--- config.mk ---
export PLATFORM = sky130hd
export DESIGN_NAME = vco_edge_decimator
export DESIGN_NICKNAME = d
export VERILOG_FILES = /design/src/rtl/vco_edge_decimator.sv
export SDC_FILE = /design/constraint.sdc
export NUM_CORES = 1
export LEC_CHECK = 0
export CORE_ASPECT_RATIO = 0.5
export CORE_MARGIN = 4
export CORE_UTILIZATION = 56
export DETAILED_ROUTE_END_ITERATION = 10
export GPL_ROUTABILITY_DRIVEN = 0
export GPL_TIMING_DRIVEN = 0
export PLACE_DENSITY = 0.84
export SYNTH_ARGS = -nofsm -noshare
export SYNTH_HDL_FRONTEND = slang
export SYNTH_SLANG_ARGS = --single-unit
--- constraint.sdc ---
create_clock -name clk -period 2.6 [get_ports clk]
set_input_delay 0.26 -clock clk [delete_from_list [all_inputs] [get_ports clk]]
set_output_delay 0.26 -clock clk [all_outputs]
set_load 0.01 [all_outputs]
--- src/rtl/vco_edge_decimator.sv ---
// vco_edge_decimator
//   Counts rising edges of the VCO phase output over a programmable window of
//   clk cycles and hands one count per window to the back-end as an ADC sample.
//   The block also enables the VCO (active-low enb) while converting.
//
// Ports
//   clk          system clock
//   rst_n        synchronous active-low reset
//   en           conversion enable (level)
//   decim        window length minus one, sampled only at window reload
//   vco_p        VCO phase output, asynchronous to clk
//   vco_enb      VCO enable, 0 = VCO runs
//   sample       edge count of the last completed window
//   sample_valid sample holds an unconsumed value
//   sample_ready consumer accepts the sample
//   overrun      sticky, a window result was dropped
//   busy         FSM is in SETTLE or RUN
module vco_edge_decimator #(
   parameter int CNT_W      = 16,
   parameter int DECIM_W    = 16,
   parameter int SETTLE_CYC = 4
) (
   input  logic               clk,
   input  logic               rst_n,
   input  logic               en,
   input  logic [DECIM_W-1:0] decim,
   input  logic               vco_p,
   output logic               vco_enb,
   output logic [CNT_W-1:0]   sample,
   output logic               sample_valid,
   input  logic               sample_ready,
   output logic               overrun,
   output logic               busy
);

   localparam int SET_W = $clog2(SETTLE_CYC + 1);

   typedef enum logic [1:0] {IDLE, SETTLE, RUN} state_t;

   state_t             state, state_nxt;
   logic [2:0]         sync_pipe;   // [0]=s1, [1]=s2, [2]=s3
   logic               pulse;
   logic [SET_W-1:0]   set_cnt;
   logic [DECIM_W-1:0] win_cnt;
   logic [CNT_W-1:0]   acc;
   logic [CNT_W-1:0]   acc_sum;
   logic               settle_done;
   logic               win_end;

   // Three-flop synchronizer; edge detect uses the two settled stages only.
   always_ff @(posedge clk) begin
      if (!rst_n) sync_pipe <= '0;
      else        sync_pipe <= {sync_pipe[1:0], vco_p};
   end

   assign pulse = sync_pipe[1] & ~sync_pipe[2];

   // Saturating add of this cycle's pulse; also the window result at window end.
   assign acc_sum = (&acc) ? acc : acc + {{(CNT_W-1){1'b0}}, pulse};

   assign settle_done = (state == SETTLE) && (set_cnt == '0);
   // Window end is suppressed when en drops so an aborted window never reports.
   assign win_end     = (state == RUN) && en && (win_cnt == '0);

   // State register
   always_ff @(posedge clk) begin
      if (!rst_n) state <= IDLE;
      else        state <= state_nxt;
   end

   // Next-state logic
   always_comb begin
      state_nxt = state;
      case (state)
         IDLE:    if (en) state_nxt = SETTLE;
         SETTLE:  if (!en) state_nxt = IDLE;
                  else if (settle_done) state_nxt = RUN;
         RUN:     if (!en) state_nxt = IDLE;
         default: state_nxt = IDLE;
      endcase
   end

   // Output decode
   always_comb begin
      vco_enb = (state == IDLE);
      busy    = (state != IDLE);
   end

   // Settle counter, window counter and accumulator
   always_ff @(posedge clk) begin
      if (!rst_n) begin
         set_cnt <= '0;
         win_cnt <= '0;
         acc     <= '0;
      end else begin
         case (state)
            IDLE: begin
               acc     <= '0;
               // Preloaded so SETTLE lasts exactly SETTLE_CYC cycles.
               set_cnt <= SET_W'(SETTLE_CYC - 1);
            end
            SETTLE: begin
               if (set_cnt != '0) set_cnt <= set_cnt - SET_W'(1);
               if (settle_done) begin
                  win_cnt <= decim;
                  acc     <= '0;
               end
            end
            RUN: begin
               // Reload on the closing cycle itself: no gap between windows.
               if (win_cnt == '0) begin
                  acc     <= '0;
                  win_cnt <= decim;
               end else begin
                  acc     <= acc_sum;
                  win_cnt <= win_cnt - DECIM_W'(1);
               end
            end
            default: begin
               acc     <= '0;
               set_cnt <= '0;
            end
         endcase
      end
   end

   // Output register and handshake
   always_ff @(posedge clk) begin
      if (!rst_n) begin
         sample       <= '0;
         sample_valid <= 1'b0;
         overrun      <= 1'b0;
      end else begin
         if ((state == IDLE) && en) overrun <= 1'b0;
         if (win_end) begin
            if (!sample_valid || sample_ready) begin
               sample       <= acc_sum;
               sample_valid <= 1'b1;
            end else begin
               // Unconsumed sample is kept stable; the new result is lost.
               overrun <= 1'b1;
            end
         end else if (sample_valid && sample_ready) begin
            sample_valid <= 1'b0;
         end
      end
   end

endmodule

# --- Yosys cells after proc, flatten, opt, wreduce, memory -nomap -nowiden ---
# Index checks and enable logic that the tools add are counted.
word_totals:
  register_bits: 58
  output_inout_bits: 20
  word_cells: 62
op_classes:
  add_sub_neg: 3
  n_eq_ne: 8
  muxes: 20
  bitwise_logic: 3
  reduce_logical: 20
ops:
  columns: ["operator", "count"]
  rows:
  - ["$mux 16", 5]
  - ["$pmux 16 s2", 2]
  - ["$add 16x1->16", 1]
  - ["$logic_not 16->1", 1]
  - ["$reduce_and 16->1", 1]
  - ["$sub 16x1->16 const B", 1]
  - ["$pmux 3 s3", 1]
  - ["$mux 2", 4]
  - ["$reduce_and 2->1", 4]
  - ["$mux 1", 6]
  - ["$ne 2x2->1 const B", 3]
  - ["$pmux 2 s3", 1]
  - ["$reduce_bool 2->1", 3]
  - ["$logic_and 1x1->1", 5]
  - ["$ne 2x1->1 const B", 2]
  - ["$logic_not 3->1", 1]
  - ["$mux 3", 1]
  - ["$ne 3x3->1 const B", 1]
  - ["$reduce_and 3->1", 1]
  - ["$reduce_bool 3->1", 1]
  - ["$sub 3x1->3 const B", 1]
  - ["$eq 2x1->1 const B", 1]
  - ["$eq 2x2->1 const B", 1]
  - ["$logic_not 2->1", 1]
  - ["4 further kinds", 5]

# --- Logic depth before layout (Yosys ltp) ---
logic_depth:
  ltp_word: 6
  mapped_depth: 9

# --- Worst setup path before layout ---
# No wires, ideal clock.
synth_path:
  path_type: "reg2reg"
  startpoint: "register win_cnt[0]"
  endpoint: "register win_cnt[6]"
  arrival_time_ps: 1691
  path_slack_ps: 791
  path_stages_with_launch: 9
  path_buffers: 1
  path_cell_list: "dfxtp_1 -> inv_1 -> ha_1 -> nor4b_4 -> and4_4 -> buf_8 -> nor2_4 -> or3_1 -> o2111a_1"
synth_between:
  elab_chain_len: 3
  elab_cells_between_ends: 4
synth_lines:
  columns: ["item", "line_no", "text"]
  rows:
  - ["from (decl)", "44", "logic [DECIM_W-1:0] win_cnt;"]
  - ["from (signal assigned)", "105", "win_cnt <= decim;"]
  - ["from (signal assigned)", "113", "win_cnt <= decim;"]
  - ["from (signal assigned)", "116", "win_cnt <= win_cnt - DECIM_W'(1);"]
  - ["$sub 16x1->16 or $logic_not 16->1 (tied branches)", "116, 111", null]
  - ["$mux 16 *", "111", "if (win_cnt == '0) begin"]
  - ["$pmux 16 s2 *", "96", "case (state)"]
# Mark *: on every way between the ends. The rest lies on a longest branch, timed or not.
# A chain may end at the register's enable or synchronous reset.

# --- Final worst setup path ---
layout_path:
  startpoint: "register win_cnt[0]"
  endpoint: "register acc[9]"
layout_between:
  elab_chain_len: 3
layout_lines:
  columns: ["item", "line_no", "text"]
  rows:
  - ["$logic_not 16->1", "111", null]
  - ["$mux 16", "111", null]
  - ["$pmux 16 s2", "96", null]
  - ["to (signal assigned)", "115", "acc <= acc_sum;"]
  - ["to (decl)", "45", "logic [CNT_W-1:0] acc;"]
# No other way between the ends.

==> impl_metrics.toml <==
[run_status]
status = "finished, final reports clean"

[clock_tree]
clockBufferDepth = 2
post-cts-setup-buffers = 0
postCtsHoldBufs = 0
clkTransAtPathRegs_ps = 50
cts.sinks = 58
ctsResizeCount = 0
h-tree-depth = 3
cts_made_buffers = 9
clk_latency_ps = 330
cts_tree = "done"
cts_root_buf = "clkbuf_16"

[global_route]
grt_max_degree = 11
track_usage_pct = 25.38
grt_pass1_vias = 3041
overflow = 0
antenna_found_initial = 0
grt_first_pass_wirelength_um = 14620

[timing]
skew_ps = 5.393
timing.final.crit_period_ps = 2275
finalHoldViolCount = 0
fin_crit_sh_pct = 87.50
setup_tns_ps = 0
drv_slew = 0
setup_viol = 0
worst_slew_pin_slew_ps = 918.3
rsz0062_at_grt = "false"
max_freq_ghz = 0.4396
relSlewSlack_pct = 38.78

[yosys]
synth_fp_nets = 415
post-synth-top-area-cell = "dfxtp_1"
yosys_warnings = 0
synth_edf_count = 0
synth_area_leaders = "dfxtp_1, a21oi_1, o21ai_0"
synth_cell_type_count = 70
seq_area_frac_synth_pct = 35.29
synth_area_um2 = 3291
async_flop_share_pct = 0
ys_ff_latch = 58
ys.flop_type = "dfxtp_1"
avgSynthCellArea_um2 = 8.481
synth_top_cell_area_share_pct = 35.29
syn-instance-count = 388

[floorplan]
pin_count = 41
die_area_um2 = 7241
start_util_pct = 58.90
die_x_um = 116.4
die-height_um = 62.21
placementRows = 19
design.core.area_um2 = 5587

[routing]
drc = 0
wire_per_inst_um = 17.39
via_count = 3265
wl_met1_um = 3864
top_layer_used = "met4"
wl_met3_um = 733
routed_wl_um = 8992
firstDrtPassIters = 7
post_drt_via_cell_ratio = 6.315
wl_met2_um = 4236
drtIter0Drc = 281
ant_nets = 0

[layout]
stdcell_area_um2 = 4113
nNetsFinal = 466
final_cell_mix = "dfxtp_1, clkdlybuf4s50_1, a21oi_1, nor2_1, nand2_1"
drive_gt1_share_pct = 12.84
layout_commonest_cell = "dfxtp_1"
antenna_cells = 0
syn2layout_area_growth_pct = 24.98

[pwr]
powerDensity_nw_per_um2 = 627.4
p_leak_uw = 0.001456
ir_drop_mv = 0.6097

[worst_setup_path]
cp_max_fo = 10
worst_setup_path_end_kind = "flip-flop"
worst_ep_arrival_time_ps = 2530
critPathLaunchType = "flip-flop"
crit_type = "reg -> reg"
critPathRequiredTime_ps = 2850

[min_path]
hold_path.class = "reg -> reg"

[run]
drv_cap = 0

[placement]
portBuffers = 40
place_area_um2 = 3782
hpwl_um = 6207
## per-layer routing
layer | GRT usage, % | vias to the layer above
met3 | 8.729 | 21
met4 | 8.973 | 0
met1 | 32.19 | 1544
met5 | 0 | -
met2 | 39.96 | 159
li1 | - | 1541
## cells in the mapped netlist, types with 3 or more instances
| cell | instances |
|---|---|
| xnor2_1 | 13 |
| nor4_2 | 3 |
| o211ai_1 | 3 |
| buf_4 | 4 |
| nand4_1 | 9 |
| buf_2 | 10 |
| mux2i_1 | 6 |
| inv_1 | 10 |
| a211oi_1 | 8 |
| nand3_1 | 17 |
| and2_1 | 7 |
| nor3b_1 | 3 |
| nand2b_1 | 7 |
| o31ai_1 | 3 |
| o21a_1 | 5 |
| buf_6 | 3 |
| nor3_1 | 11 |
| and3_1 | 3 |
| nor2b_1 | 4 |
| a31oi_1 | 16 |
| ha_1 | 6 |
| dfxtp_1 | 58 |
| nor2_1 | 26 |
| a21oi_1 | 34 |
| a22oi_1 | 3 |
| nor4_1 | 9 |
| clkbuf_1 | 6 |
| o21ai_0 | 25 |
| nand2_1 | 26 |
## path summary, 6_finish.rpt
check                           slack (ps)          to        from  cells after the start
worst max-delay path                   320      acc[9]  win_cnt[0]                      9
worst min-delay path                   480  sample[15]  sample[15]                      2
worst max register to register         320      acc[9]  win_cnt[0]                      9
worst min register to register         480  sample[15]  sample[15]                      2
## cell families after synthesis
logic type / count (synthesis) / synth area share [%]
mux: 6 / 1.825
fa+ha+maj: 6 / 2.281
simple gates: 149 / 27.95
buf+inv: 36 / 6.007
compound gates: 118 / 22.66
flops: 58 / 35.29
xor+xnor: 15 / 3.993
## power breakdown
part	leakage [µW]	switching (µW)	internal [µW]	total (µW)
registers	0.000470	24.3	911	935
clock network	0.000163	410	890	1300
logic	0.000823	202	144	345
## registers in the layout, summed over array words and instances, names as in the netlist
name / count
win_cnt: 16
sample_valid: 1
set_cnt: 3
overrun: 1
sample: 16
sync_pipe: 3
state: 2
acc: 16
## worst max-delay path, stage by stage, from the launching register on
cell and delay (ps):
dfxtp_1 420, inv_1 100, ha_1 220, nor4b_4 150, and4_4 170, nor3_2 330, buf_2 300, buf_2 260
a21oi_1 100, a31oi_1 150
## layout make-up
class                      instances  area [µm²]
clock buffer                      12       256.5
multi-input combinational        294        1932
inverter                          10       37.54
clock inverter                     4       73.82
sequential                        58        1161
fill                             413        1474
timing repair buffer              40       400.4
tap                               73       91.34
buffer                            26       160.2
## through the flow
| step | std cells | total power, µW | util, % | hold WS (ps) | worst slack (ps) |
|---|---|---|---|---|---|
| 3_5_place_dp | 501 | 1285 | 67.70 | 461.3 | 418.4 |
| 3_3_place_gp | 501 | 1275 | 67.70 | 428.0 | 473.0 |
| 5_1_grt | 517 | 2669 | 73.62 | 493.1 | 220.0 |
| 6_report | 517 | 2580 | 73.62 | 482.8 | 325.0 |
| 4_1_cts | 517 | 2581 | 73.62 | 487.3 | 390.7 |
| 2_1_floorplan | 388 | 1180 | - | 357.0 | 791.3 |
No activity file was read; power rests on OpenSTA's default activity.
